<file path="src/rtl/axi4l_up_master.sv">
// up_wr/up_rd request port driving a single-outstanding AXI4-Lite master.
// Optional macro AXI4L_UP_MASTER_ERR_EN adds up_wr_err/up_rd_err response flags.
module axi4l_up_master #(
    parameter int unsigned C_ADDR_WIDTH = 12,
    parameter int unsigned C_DATA_WIDTH = 32,
    parameter logic [31:0] C_BASE_ADDR  = 32'h0000_0000
) (
    input  logic                      aclk,
    input  logic                      areset,

    input  logic [C_ADDR_WIDTH-3:0]   up_wr_addr,
    input  logic                      up_wr_req,
    input  logic [3:0]                up_wr_be,
    input  logic [C_DATA_WIDTH-1:0]   up_wr_din,
    output logic                      up_wr_ack,
    input  logic [C_ADDR_WIDTH-3:0]   up_rd_addr,
    input  logic                      up_rd_req,
    output logic [C_DATA_WIDTH-1:0]   up_rd_dout,
    output logic                      up_rd_ack,
`ifdef AXI4L_UP_MASTER_ERR_EN
    output logic                      up_wr_err,
    output logic                      up_rd_err,
`endif

    output logic [31:0]               m_axi_awaddr,
    output logic [2:0]                m_axi_awprot,
    output logic                      m_axi_awvalid,
    input  logic                      m_axi_awready,
    output logic [C_DATA_WIDTH-1:0]   m_axi_wdata,
    output logic [3:0]                m_axi_wstrb,
    output logic                      m_axi_wvalid,
    input  logic                      m_axi_wready,
    input  logic [1:0]                m_axi_bresp,
    input  logic                      m_axi_bvalid,
    output logic                      m_axi_bready,
    output logic [31:0]               m_axi_araddr,
    output logic [2:0]                m_axi_arprot,
    output logic                      m_axi_arvalid,
    input  logic                      m_axi_arready,
    input  logic [C_DATA_WIDTH-1:0]   m_axi_rdata,
    input  logic [1:0]                m_axi_rresp,
    input  logic                      m_axi_rvalid,
    output logic                      m_axi_rready
);

    typedef enum logic [2:0] {
        S_IDLE,
        S_WR_ADDR,
        S_WR_RESP,
        S_RD_ADDR,
        S_RD_DATA
    } state_t;

    state_t                    r_state;
    logic                      r_wr_pend;
    logic                      r_rd_pend;
    logic [C_ADDR_WIDTH-3:0]   r_wr_addr_h;
    logic [3:0]                r_wr_be_h;
    logic [C_DATA_WIDTH-1:0]   r_wr_din_h;
    logic [C_ADDR_WIDTH-3:0]   r_rd_addr_h;
    logic                      r_aw_done;
    logic                      r_w_done;

    logic                      w_idle;
    logic                      w_wr_avail;
    logic                      w_rd_avail;
    logic                      w_wr_launch;
    logic                      w_rd_launch;
    logic [C_ADDR_WIDTH-3:0]   w_wr_addr_sel;
    logic [3:0]                w_wr_be_sel;
    logic [C_DATA_WIDTH-1:0]   w_wr_din_sel;
    logic [C_ADDR_WIDTH-3:0]   w_rd_addr_sel;
    logic [31:0]               w_awaddr;
    logic [31:0]               w_araddr;
    logic                      w_aw_fire;
    logic                      w_w_fire;
    logic                      w_b_fire;
    logic                      w_ar_fire;
    logic                      w_r_fire;
    logic                      w_aw_done;
    logic                      w_w_done;

    assign m_axi_awprot = 3'b000;
    assign m_axi_arprot = 3'b000;

    // A fresh req is visible to IDLE in its own cycle so a zero-wait write/read acks at cycle 3.
    assign w_idle      = (r_state == S_IDLE);
    assign w_wr_avail  = r_wr_pend | up_wr_req;
    assign w_rd_avail  = r_rd_pend | up_rd_req;
    assign w_wr_launch = w_idle & w_wr_avail;
    assign w_rd_launch = w_idle & ~w_wr_avail & w_rd_avail;

    assign w_wr_addr_sel = r_wr_pend ? r_wr_addr_h : up_wr_addr;
    assign w_wr_be_sel   = r_wr_pend ? r_wr_be_h   : up_wr_be;
    assign w_wr_din_sel  = r_wr_pend ? r_wr_din_h  : up_wr_din;
    assign w_rd_addr_sel = r_rd_pend ? r_rd_addr_h : up_rd_addr;
    assign w_awaddr      = C_BASE_ADDR | 32'({w_wr_addr_sel, 2'b00});
    assign w_araddr      = C_BASE_ADDR | 32'({w_rd_addr_sel, 2'b00});

    assign w_aw_fire = m_axi_awvalid & m_axi_awready;
    assign w_w_fire  = m_axi_wvalid  & m_axi_wready;
    assign w_b_fire  = m_axi_bvalid  & m_axi_bready;
    assign w_ar_fire = m_axi_arvalid & m_axi_arready;
    assign w_r_fire  = m_axi_rvalid  & m_axi_rready;
    assign w_aw_done = r_aw_done | w_aw_fire;
    assign w_w_done  = r_w_done  | w_w_fire;

`ifndef AXI4L_UP_MASTER_ERR_EN
    logic w_unused_resp;
    assign w_unused_resp = ^{m_axi_bresp, m_axi_rresp};
`endif

    // Holding registers: a req is accepted when nothing is pending or the pending one launches now.
    always_ff @(posedge aclk) begin
        if (up_wr_req && (!r_wr_pend || w_wr_launch)) begin
            r_wr_addr_h <= up_wr_addr;
            r_wr_be_h   <= up_wr_be;
            r_wr_din_h  <= up_wr_din;
        end
        if (up_rd_req && (!r_rd_pend || w_rd_launch)) begin
            r_rd_addr_h <= up_rd_addr;
        end
    end

    always_ff @(posedge aclk) begin
        if (areset) begin
            r_wr_pend <= 1'b0;
            r_rd_pend <= 1'b0;
        end else begin
            if (w_wr_launch) begin
                r_wr_pend <= r_wr_pend & up_wr_req;
            end else if (up_wr_req) begin
                r_wr_pend <= 1'b1;
            end
            if (w_rd_launch) begin
                r_rd_pend <= r_rd_pend & up_rd_req;
            end else if (up_rd_req) begin
                r_rd_pend <= 1'b1;
            end
        end
    end

    always_ff @(posedge aclk) begin
        if (areset) begin
            r_state       <= S_IDLE;
            r_aw_done     <= 1'b0;
            r_w_done      <= 1'b0;
            m_axi_awvalid <= 1'b0;
            m_axi_wvalid  <= 1'b0;
            m_axi_bready  <= 1'b0;
            m_axi_arvalid <= 1'b0;
            m_axi_rready  <= 1'b0;
            m_axi_awaddr  <= '0;
            m_axi_araddr  <= '0;
            m_axi_wdata   <= '0;
            m_axi_wstrb   <= '0;
            up_wr_ack     <= 1'b0;
            up_rd_ack     <= 1'b0;
            up_rd_dout    <= '0;
`ifdef AXI4L_UP_MASTER_ERR_EN
            up_wr_err     <= 1'b0;
            up_rd_err     <= 1'b0;
`endif
        end else begin
            up_wr_ack <= 1'b0;
            up_rd_ack <= 1'b0;
`ifdef AXI4L_UP_MASTER_ERR_EN
            up_wr_err <= 1'b0;
            up_rd_err <= 1'b0;
`endif
            case (r_state)
                S_IDLE: begin
                    if (w_wr_launch) begin
                        m_axi_awvalid <= 1'b1;
                        m_axi_wvalid  <= 1'b1;
                        m_axi_awaddr  <= w_awaddr;
                        m_axi_wdata   <= w_wr_din_sel;
                        m_axi_wstrb   <= w_wr_be_sel;
                        r_aw_done     <= 1'b0;
                        r_w_done      <= 1'b0;
                        r_state       <= S_WR_ADDR;
                    end else if (w_rd_launch) begin
                        m_axi_arvalid <= 1'b1;
                        m_axi_araddr  <= w_araddr;
                        r_state       <= S_RD_ADDR;
                    end
                end
                // AW and W channels complete independently; response phase waits for both.
                S_WR_ADDR: begin
                    if (w_aw_fire) begin
                        m_axi_awvalid <= 1'b0;
                        r_aw_done     <= 1'b1;
                    end
                    if (w_w_fire) begin
                        m_axi_wvalid <= 1'b0;
                        r_w_done     <= 1'b1;
                    end
                    if (w_aw_done && w_w_done) begin
                        m_axi_bready <= 1'b1;
                        r_state      <= S_WR_RESP;
                    end
                end
                S_WR_RESP: begin
                    if (w_b_fire) begin
                        m_axi_bready <= 1'b0;
                        up_wr_ack    <= 1'b1;
`ifdef AXI4L_UP_MASTER_ERR_EN
                        up_wr_err    <= |m_axi_bresp;
`endif
                        r_state      <= S_IDLE;
                    end
                end
                S_RD_ADDR: begin
                    if (w_ar_fire) begin
                        m_axi_arvalid <= 1'b0;
                        m_axi_rready  <= 1'b1;
                        r_state       <= S_RD_DATA;
                    end
                end
                S_RD_DATA: begin
                    if (w_r_fire) begin
                        m_axi_rready <= 1'b0;
                        up_rd_dout   <= m_axi_rdata;
                        up_rd_ack    <= 1'b1;
`ifdef AXI4L_UP_MASTER_ERR_EN
                        up_rd_err    <= |m_axi_rresp;
`endif
                        r_state      <= S_IDLE;
                    end
                end
                default: r_state <= S_IDLE;
            endcase
        end
    end

endmodule

</file>
<file path="config.mk">
export PLATFORM = sky130hd
export DESIGN_NAME = axi4l_up_master
export DESIGN_NICKNAME = d
export VERILOG_FILES = /design/src/rtl/axi4l_up_master.sv
export SDC_FILE = /design/constraint.sdc
export NUM_CORES = 1
export LEC_CHECK = 0
export ABC_AREA = 1
export CAP_MARGIN = 5
export CELL_PAD_IN_SITES_DETAIL_PLACEMENT = 0
export CELL_PAD_IN_SITES_GLOBAL_PLACEMENT = 1
export CORE_ASPECT_RATIO = 2
export CORE_MARGIN = 2
export CORE_UTILIZATION = 34
export CTS_CLUSTER_DIAMETER = 50
export CTS_CLUSTER_SIZE = 20
export DETAILED_ROUTE_END_ITERATION = 12
export GPL_TIMING_DRIVEN = 0
export PLACE_DENSITY_LB_ADDON = 0.05
export SLEW_MARGIN = 15
export SYNTH_ARGS = -nofsm -noshare
export SYNTH_HDL_FRONTEND = slang
export SYNTH_SLANG_ARGS = --single-unit
</file>
<file path="constraint.sdc">
create_clock -name aclk -period 10.1 [get_ports aclk]
set_input_delay 3.03 -clock aclk [delete_from_list [all_inputs] [get_ports aclk]]
set_output_delay 3.03 -clock aclk [all_outputs]
set_load 0.02 [all_outputs]
</file>
### After elaboration in Yosys (flattened, before gate mapping)

Index checks and enable logic that the tools add are counted.

| operators by class | value |
|---|---|
| eq/ne operators | 14 |
| muxes and demuxes | 37 |
| bitwise gates (word level) | 18 |
| reductions and logical operators | 25 |

Operators by type and width:

| kind | count |
|---|---|
| 32-bit 2-to-1 mux | 1 |
| 10-bit 2-to-1 mux | 2 |
| 1-bit 2-to-1 mux | 19 |
| 3-bit 2-to-1 mux | 6 |
| 3-bit case mux with 5 select lines | 1 |
| 3-bit AND reduction | 5 |
| 2-bit != test (second input constant) | 7 |
| 1-bit case mux with 2 select lines | 7 |
| 2-bit nonzero test | 6 |
| 1-bit AND | 10 |
| 3-bit by 2-bit == test with 1-bit output (second input constant) | 2 |
| 5-bit AND reduction | 1 |
| 4-bit 2-to-1 mux | 1 |
| 2-bit by 1-bit != test with 1-bit output (second input constant) | 2 |
| 1-bit inverter | 4 |
| 1-bit bitwise OR | 4 |
| 2-bit AND reduction | 2 |
| 4-bit AND reduction | 1 |
| 2-bit OR reduction | 2 |
| 3-bit by 1-bit == test with 1-bit output (second input constant) | 1 |
| 3-bit == test (second input constant) | 1 |
| 1-bit logical AND | 3 |
| 3-bit zero test | 1 |
| 3-bit by 1-bit != test with 1-bit output (second input constant) | 1 |
| other kinds (2) | 4 |

| storage, ports and cells | value |
|---|---|
| flip-flop bits (word level) | 158 |
| bits of input ports | 101 |
| output and inout port bits | 145 |
| word-level logic and storage cells | 115 |

### Longest topological paths before layout

Gate-level depths: netlist of the first run.

| depth | value |
|---|---|
| word-level depth | 7 |
| depth in mapped cells | 8 |
| mapped depth without buffers | 8 |

### Worst setup path before layout of the first run

No wires, ideal clock.

| path | value |
|---|---|
| kind | input to register |
| start | in up_wr_req |
| end | reg r_wr_addr_h[0] (enable) |
| setup time | 0.465 ns |
| arrival | 5.316 ns |
| required time | 9.635 ns |
| slack | 4.320 ns |
| stages | 2 |
| path buffers | 0 |
| cells stage by stage | inv_1 -> a21oi_1 |

| between the ends | value |
|---|---|
| word-level cells in the longest chain between the ends | 4 |

RTL lines:

| what | line | text |
|---|---|---|
| from (decl) | 12 | `input logic up_wr_req,` |
| 1-bit bitwise OR | 88 | `assign w_wr_avail = r_wr_pend \| up_wr_req;` |
| 1-bit AND | 90 | `assign w_wr_launch = w_idle & w_wr_avail;` |
| 1-bit logical OR | 115 | `if (up_wr_req && (!r_wr_pend \|\| w_wr_launch)) begin` |
| 1-bit logical AND * | 115 |  |
| to (signal assigned) | 116 | `r_wr_addr_h <= up_wr_addr;` |
| to (decl) | 57 | `logic [C_ADDR_WIDTH-3:0] r_wr_addr_h;` |

Every way passes the cells marked *; elsewhere a longest branch is shown, timed or not.
A chain may end at the register's enable or synchronous reset.

### Worst setup path after layout of the first run

| path | value |
|---|---|
| start | reg m_axi_rready |
| end | out m_axi_rready |

RTL lines:

| what | line | text |
|---|---|---|
| from (decl) | 43 | `output logic m_axi_rready` |
| from (signal assigned) | 152 | `m_axi_rready <= 1'b0;` |
| from (signal assigned) | 216 | `m_axi_rready <= 1'b1;` |
| from (signal assigned) | 222 | `m_axi_rready <= 1'b0;` |

No word-level cell between the ends.

==> metrics.md, run 1 <==
| Metric | Value |
|---|---|
| Status | complete, no violations |
| Rel. slew slack | 54.5% |
| Post-Route WL | 17800 um |
| Dpl ws | 5190 ps |
| Final Cell Area | 9210 sq um |
| Max-slew violation count | 0 |
| Number of global-route vias before repair | roughly 5500 |
| Sequential area share after synthesis | a little over 60% |
| Hold crit path type | register to register |
| Maximum capacitance violations | 0 |
| Number of synthesized register bits | roughly 160 |
| Worst path max stage delay | 660 ps |
| FMAX | between 0.2 and 0.25 GHz |
| Leakage power | 0.00364 uW |
| Die Wd | 99.3 um |
| Placer Congestion | approximately 0.79 |
| CTS root buf | clkbuf_16 |
| Worst-margin pin slew | roughly 680 ps |
| Buffers & Inverters on Critical Path | 1 |
| Final #Nets | 1013 |
| Yosys warnings | 0 |
| Crit Path Max Fanout | 4 |
| Crit path cell chain | clkdlybuf4s50_1 |
| Setup crit end kind | output port |
| CTS resizes | 0 |
| Final Skew | 8.63 ps |
| Drt first pass iters | 4 |
| Fin util | between 50% and 60% |
| Share of the synthesized area in the top cell type | 33.1% |
| Final hold violation count | 0 |
| Worst Setup Start Kind | register |
| Number of DRC markers in iteration 0 | 170 |
| CP arrival | 1450 ps |
| Crit Path Category | register to output port |
| Setup WS post-layout | 5620 ps |
| Cell family with most CP delay | buffers and inverters |
| Num Clock Sinks | between 150 and 200 |
| CTS tree | built |
| Hold buffer count at CTS | 0 |
| Power density over cell area | 235 nW/um^2 |
| Total GRT Usage | 18.5% |
| CTS clk-pin slew, worst paths | roughly 60 ps |
| ANT cells | 0 |
| Longest Clk Path Bufs | 2 |
| Initial core utilization | 34.7% |
| H-tree depth | 4 |
| Ports | 246 |
| Fill cells | 1715 |
| Die area | just under 20000 sq um |
| Req. time, crit path | slightly above 7000 ps |
| Via count | 5280 |
| Placed Area | approximately 8600 sq um |
| Area Overhead vs Synth | 49.1% |
| CTS buffer count | 17 |
| Port-buffer cells | 190 |
| Tmin final | 4480 ps |
| DRC viols | 0 |
| GRT Residual Overflow | 0 |
| Fin crit share | 44.4% |
| Core area | roughly 18000 sq um |
| Netlist Area Pre-Place | 6170 sq um |
| Synth Instances | 651 |
| Initial antenna violation count | 0 |
| Wirelength per Cell | 15.6 um |
| Critical path's slowest cell | clkdlybuf4s50_1 |
| Rows | 69 |
| Setup Viol. Count Final | 0 |
| TNS Setup | 0 ps |
| DIE HEIGHT | just under 200 um |
| Largest net degree at the start of global routing | 18 |
| Clk_lat worst skew | 420 ps |
| Global-route wire length before repair | 28200 um |
| Ranking of synthesized cells by area | dfxtp_1 (33%), edfxtp_1 (27%), nand2_1 (11%) |
| Layout cells sized above 1 | between 10% and 20% |
| Yosys top cell by area | dfxtp_1 |
| RSZ-0062 raised after global routing | no |
| Antenna Nets Post-Route | 0 |
| Avg Vias per Cell | 4.64 |
| Post-CTS setup buffer count | 0 |
| Average cell area after synthesis | 9.48 sq um |
| Netlist cell types | 25 |
| DP Wirelength | 13400 um |
| Worst IR drop on VDD | between 0.0001 and 0.00015 V |
-- cells in the mapped netlist --
library cell and instances:
nand2_1 173, dfxtp_1 102, edfxtp_1 56, o21ai_0 56, a21oi_1 53, buf_4 52, a31oi_1 46, nor2_1 23
clkbuf_1 22, inv_1 15, buf_2 14, mux2i_1 10, nand3_1 8, o21ai_1 6, buf_6 2, inv_2 2
nor2_4 2, nor3_1 2, a21boi_0 1, and2_1 1, conb_1 1, nand2_2 1, nand4_2 1, nor2_2 1
or2_2 1
-- cell families after synthesis --
family	synth area share (%)
other cells	0.0607
mux	1.62
buf+inv	10.2
flops	60.3
compound gates	14.1
simple gates	13.7
-- report_power, final --
part,internal (uW),leakage [uW],switching (uW)
sequential,775,0.00138,59.0
clock,396,0.000293,260
combinational,285,0.00197,386
total,1460,0.00364,706
-- per-layer routing --
layer	global-route usage [%]	wire (um)	vias up
li1	-	-	2634
met1	19.0	6470	2454
met2	34.4	9750	164
met3	5.00	1070	28
met4	7.86	460	0
met5	0	0	-
-- cell usage in the layout, fill, tap and decap left out, types with 2 or more instances in the layout --
master / instances
clkdlybuf4s50_1: 190
nand2_1: 173
dfxtp_1: 102
o21ai_0: 56
edfxtp_1: 56
buf_4: 53
a21oi_1: 52
conb_1: 50
a31oi_1: 46
clkbuf_1: 23
nor2_1: 23
clkbuf_16: 17
inv_1: 15
buf_2: 14
mux2i_1: 10
nand3_1: 8
o21ai_1: 6
clkinv_4: 4
bufinv_16: 3
nor2_4: 2
inv_2: 2
buf_6: 2
nor3_1: 2
inv_6: 2
clkinv_1: 2
buf_16: 2
-- sequential cells by signal, indices dropped and copies added, names as in the netlist --
signal / count
m_axi_araddr: 10
r_state: 3
up_rd_ack: 1
r_rd_pend: 1
r_aw_done: 1
m_axi_wdata: 32
r_wr_addr_h: 10
m_axi_awaddr: 10
m_axi_awvalid: 1
up_wr_ack: 1
m_axi_bready: 1
m_axi_rready: 1
m_axi_arvalid: 1
r_wr_be_h: 4
m_axi_wstrb: 4
r_w_done: 1
r_rd_addr_h: 10
r_wr_din_h: 32
up_rd_dout: 32
m_axi_wvalid: 1
r_wr_pend: 1
-- worst paths after layout --
path / startpoint / endpoint / slack [ps] / cells after the start
worst max-delay path: m_axi_rready / m_axi_rready / 5620 / 1
worst min-delay path: up_rd_dout[25] / up_rd_dout[25] / 460 / 2
worst max register to register: r_wr_pend / r_wr_addr_h[7] / 8070 / 4
worst min register to register: up_rd_dout[25] / up_rd_dout[25] / 460 / 2
-- per-stage QoR --
step | total power [uW] | hold slack [ps] | instances
4_1_cts | 2190 | 468 | 1138
6_report | 2160 | 464 | 1138
5_1_grt | 2270 | 475 | 1138
3_3_place_gp | 1510 | 454 | 1103
2_1_floorplan | 1210 | 459 | 700
3_5_place_dp | 1520 | 457 | 1106
-- cell type report --
class                   instances  area, sq um  area share, %
flip-flops and latches        158         3720           40.5
multi-input cells             435         2020           21.9
repair buffers                193         1960           21.3
plain buffers                  90          566           6.14
clock buffers                  19          443           4.81
well taps                     213          267           2.90
clock inverters                13          163           1.77
inverters                      17         63.8          0.693
(Power assumes the default switching activity.)
==> run 2: changes to the inputs <==
Settings changed: CORE_UTILIZATION 34 to 32.
Clock period 10.1 ns to 4.35 ns, I/O delays scaled along.
==> run 2 against run 1 <==
Effect of this change:
- core utilization down 2.6 points
- critical path depth unchanged
- clock-buffer cell count down 1
- critical endpoint unchanged
==> metrics.md, run 2 (synthesis results as in run 1) <==
| Metric | Value |
|---|---|
| Commonest non-fill, non-tap cells in the layout | clkdlybuf4s50_1 (190), nand2_1 (173), dfxtp_1 (102), o21ai_0 (56), edfxtp_1 (56) |
| DRC viols | 0 |
| Layout cells sized above 1 | a little under an eighth |
| Worst path max stage delay | roughly 660 ps |
| Maximum capacitance violations | 0 |
| Buffers & Inverters on Critical Path | 1 |
| Placed Cells | between 1000 and 1500 |
| Tmin final | 2750 ps |
| Wirelength per Cell | 15.3 um |
| RSZ-0062 raised after global routing | no |
| DP Wirelength | about 14000 um |
| Hold crit path type | register to register |
| Clk_lat worst skew | approximately 420 ps |
| Worst IR drop on VDD | between 0.0002 and 0.0003 V |
| Critical path's slowest cell | clkdlybuf4s50_1 |
| Leakage power | 0.00365 uW |
| Worst-margin pin slew | 724 ps |
| Via count | 5371 |
| Number of DRC markers in iteration 0 | 175 |
| CTS resizes | 0 |
| Die Wd | 102 um |
| Drt first pass iters | 6 |
| DIE HEIGHT | roughly 200 um |
| Placer Congestion | 0.801 |
| Fin crit share | between 60% and 70% |
| ANT cells | 0 |
| Initial antenna violation count | 0 |
| FMAX | ~0.36 GHz |
| Num Clock Sinks | 158 |
| Worst Setup Start Kind | register |
| Final hold violation count | 0 |
| Number of global-route vias before repair | 5605 |
| Final Skew | approximately 7.5 ps |
| Req. time, crit path | 3040 ps |
| Ports | 246 |
| CTS clk-pin slew, worst paths | 60 ps |
| Crit path cell chain | clkdlybuf4s50_1 |
| H-tree depth | 4 |
| FF+latch area | 3720 sq um |
| Total GRT Usage | about 18% |
| Rel. slew slack | 51.7% |
| Post-Route WL | approximately 18000 um |
| Hold buffer count at CTS | 0 |
| Status | complete, no violations |
| Longest Clk Path Bufs | 2 |
| Setup crit end kind | output port |
| Crit Path Max Fanout | 4 |
| Cell family with most CP delay | buffers and inverters |
| Post-CTS setup buffer count | 0 |
| Biggest regs | m_axi_wdata: 32 flops, r_wr_din_h: 32 flops, up_rd_dout: 32 flops |
| CTS root buf | clkbuf_16 |
| Core area | between 15000 and 20000 sq um |
| GRT Residual Overflow | 0 |
| Initial core utilization | approximately a third |
| Antenna Nets Post-Route | 0 |
| Rows | 71 |
| Commonest non-fill, non-tap cell in the layout | clkdlybuf4s50_1 |
| Avg Vias per Cell | approximately 4.6 |
| Fill cells | 1866 |
| CTS buffer count | 17 |
| Port-buffer cells | 190 |
| CTS tree | built |
| Multi-input logic area | 2020 sq um |
| Fin util | 49.2% |
| Largest net degree at the start of global routing | 21 |
| Setup Viol. Count Final | 0 |
| Max-slew violation count | 0 |
| Final #Nets | between 1000 and 1500 |
| Crit Path Category | register to output port |
| CP arrival | between 1000 and 1500 ps |
| Area Overhead vs Synth | 50.0% |
| Fin cells | 1180 |
| Power density over cell area | approximately 550 nW/um^2 |
| Global-route wire length before repair | 28300 um |
| Die area | 20500 sq um |
run 2: cell count changes in the layout (fill, tap and decap cells not counted), sizes merged:
cell / previous run / this run
bufinv: 3 / 4
clkbuf: 41 / 40
clkinv: 7 / 8
clkinvlp: 1 / 0
run 2: cell type report:
type / count / area share [%]
buffer: 90 / 6.11
clock buffer: 18 / 4.64
clock inverter: 14 / 2.05
inverter: 17 / 0.689
multi-input combinational: 435 / 21.8
sequential: 158 / 40.2
tap: 255 / 3.45
timing repair buffer: 193 / 21.1
run 2: power by group:
part           internal (uW)  total (uW)  switching, uW  leakage [uW]
Clock                    962        1570            608      0.000304
Sequential              1800        1930            135       0.00138
Combinational            658        1560            904       0.00197
run 2: per-stage QoR:
step / instance area, sq um / total power (uW) / hold slack, ps / setup TNS (ps) / worst slack (ps)
CTS: 9260 / 5130 / 468 / 0 / 1550
finish: 9260 / 5070 / 466 / 0 / 1600
floorplan: 6360 / 2810 / 459 / 0 / 295
detailed placement: 8640 / 3540 / 458 / 0 / 1180
global placement: 8580 / 3500 / 452 / -76330 / -1660
global route: 9260 / 5330 / 491 / 0 / 1520
run 2: final timing paths:
path                       start        endpoint  slack [ps]  cells past startpoint
hold / removal    up_rd_dout[20]  up_rd_dout[20]         470                      2
setup reg to reg       r_wr_pend  r_wr_din_h[30]        2450                      3
hold reg to reg   up_rd_dout[20]  up_rd_dout[20]         470                      2
setup / recovery    m_axi_rready    m_axi_rready        1600                      1
run 2: layer usage:
layer  routed length (um)  up-vias  global-route usage [%]
met5                    0        -                       0
met4                  505        0                    7.81
met3                 1080       25                    4.56
met2                 9940      167                    33.0
met1                 6570     2540                    18.4
li1                     -     2639                       -
==> run 3: changes to the inputs <==
Clock period 4.35 ns to 2.6 ns, I/O delays scaled along.
==> run 3 against run 2 <==
Effect of this change:
- clock-buffer cell count rose by 2
- hold slack got worse by 3.8 ps
- via count fell by 1.0%
- cell count unchanged
- clock skew about the same
- non-clock buffer count is the same
- largest power group unchanged
- highest routed layer unchanged
==> metrics.md, run 3 (synthesis results as in run 1) <==
| Metric | Value |
|---|---|
| Longest Clk Path Bufs | 2 |
| Fin crit share | 85.3% |
| Port-buffer cells | 190 |
| Antenna Nets Post-Route | 0 |
| Global-route wire length before repair | roughly 28000 um |
| Clk_lat worst skew | 420 ps |
| Final hold violation count | 0 |
| Maximum capacitance violations | 0 |
| Reg power frac | 40.2% |
| Total GRT Usage | 18.1% |
| Biggest regs | m_axi_wdata: 32 flops, r_wr_din_h: 32 flops, up_rd_dout: 32 flops |
| Num Clock Sinks | ~160 |
| Initial core utilization | 32.8% |
| Hold crit path type | register to register |
| R2R cell count | 4 |
| Reg2reg end | r_wr_din_h[22] |
| Final Skew | roughly 7.9 ps |
| TNS Setup | 0 ps |
| Drt first pass iters | 6 |
| Cell family with most CP delay | buffers and inverters |
| Commonest non-fill, non-tap cell in the layout | clkdlybuf4s50_1 |
| CTS buffer count | 17 |
| Setup crit end kind | output port |
| Post-CTS setup buffer count | 0 |
| Rel. slew slack | approximately 55% |
| Max-slew violation count | 0 |
| Hold buffer count at CTS | 0 |
| Core area | 18800 sq um |
| Final #Nets | about 1000 |
| Number of DRC markers in iteration 0 | 214 |
| FMAX | 0.451 GHz |
| Hold Crit Start | up_rd_dout[0] |
| Status | complete, no violations |
| Fin util | around half |
| Sw Pwr | 2720 uW |
| RSZ-0062 raised after global routing | no |
| Worst path max stage delay | 640 ps |
| Req. time, crit path | 1820 ps |
| Tmin final | 2220 ps |
| Placer Congestion | 0.826 |
| Worst Setup Start Kind | register |
| DIE HEIGHT | 200 um |
| ANT cells | 0 |
| Critical path's slowest cell | clkdlybuf4s50_1 |
| Crit Path Max Fanout | 4 |
| Post-Route WL | 18400 um |
| Comb pwr share | 32.4% |
| CTS resizes | 0 |
| CTS clk-pin slew, worst paths | roughly 60 ps |
| Hold Path Cell Cnt | 2 |
| Initial antenna violation count | 0 |
| Hold_ws | around 460 ps |
| Worst-margin pin slew | 670 ps |
| CP arrival | 1440 ps |
| Avg Vias per Cell | 4.50 |
| Internal | 5350 uW |
| Layout cells sized above 1 | 11.6% |
| Switching share of power | around 34% |
| FF-to-FF Start | r_wr_pend |
| Ports | 246 |
| Number of global-route vias before repair | around 5400 |
| Die area | 20500 sq um |
| Crit Path Category | register to output port |
| Buffers & Inverters on Critical Path | 1 |
| Leakage power | approximately 0.0036 uW |
| GRT Residual Overflow | 0 |
| DRC viols | 0 |
| Fill cells | 1873 |
| Worst IR drop on VDD | ~0.00047 V |
| CTS root buf | clkbuf_16 |
| Power density over cell area | 879 nW/um^2 |
| CTS tree | built |
| Rows | 71 |
| Clk pwr share | 27.5% |
| Largest net degree at the start of global routing | 20 |
| Via count | 5315 |
| Die Wd | 102 um |
| Wirelength per Cell | 15.6 um |
| Commonest non-fill, non-tap cells in the layout | clkdlybuf4s50_1 (190), nand2_1 (173), dfxtp_1 (102), o21ai_0 (56), edfxtp_1 (56) |
| DP Wirelength | about 14000 um |
| Area Overhead vs Synth | 48.6% |
| Total power draw | 8070 uW |
| Setup Viol. Count Final | 0 |
| H-tree depth | 4 |
| Hold Path End | up_rd_dout[0] |
| Crit path cell chain | clkdlybuf4s50_1 |
| Setup slack, reg-to-reg | 600 ps |
-- run 3: worst max path at each step --
stage | startpoint | end | slack [ps] | cells after the start
floorplan | up_wr_req | r_wr_addr_h[0] | 100 | 2
global placement | up_wr_req | r_wr_din_h[8] | -1230 | 3
detailed placement | up_wr_req | r_wr_addr_h[6] | -70 | 5
CTS | m_axi_rready | m_axi_rready | 350 | 1
global route | up_wr_req | r_wr_din_h[22] | 300 | 5
finish | m_axi_rready | m_axi_rready | 380 | 1
-- run 3: routing by layer --
| metal | vias up | track usage (%) | routed length (um) |
|---|---|---|---|
| met1 | 2504 | 17.7 | 6550 |
| met4 | 0 | 7.81 | 565 |
| met3 | 23 | 4.84 | 1000 |
| met2 | 159 | 34.2 | 10300 |
| met5 | - | 0 | 0 |
| li1 | 2629 | - | - |
-- run 3: per-stage QoR --
stage	cells	worst slack (ps)	instance area [sq um]
4_1_cts	1180	353	9170
5_1_grt	1180	304	9170
3_3_place_gp	1145	-1230	8580
6_report	1180	381	9170
3_5_place_dp	1148	-68.4	8650
2_1_floorplan	700	104	6360
-- run 3: power groups by stage --
stage	logic, uW	registers, uW	clock network [uW]
2_1_floorplan	1070	3630	0
3_3_place_gp	2580	3280	0
3_5_place_dp	2640	3290	0
4_1_cts	2650	3240	2280
5_1_grt	2850	3290	2370
6_report	2610	3240	2220
-- run 3: cell type report --
cell class | count | area (sq um) | area share [%]
multi-input cells | 435 | 2020 | 22.0
flip-flops and latches | 158 | 3720 | 40.6
inverters | 17 | 63.8 | 0.696
clock buffers | 20 | 447 | 4.87
repair buffers | 193 | 1960 | 21.4
clock inverters | 12 | 73.8 | 0.805
plain buffers | 90 | 566 | 6.17
well taps | 255 | 319 | 3.48
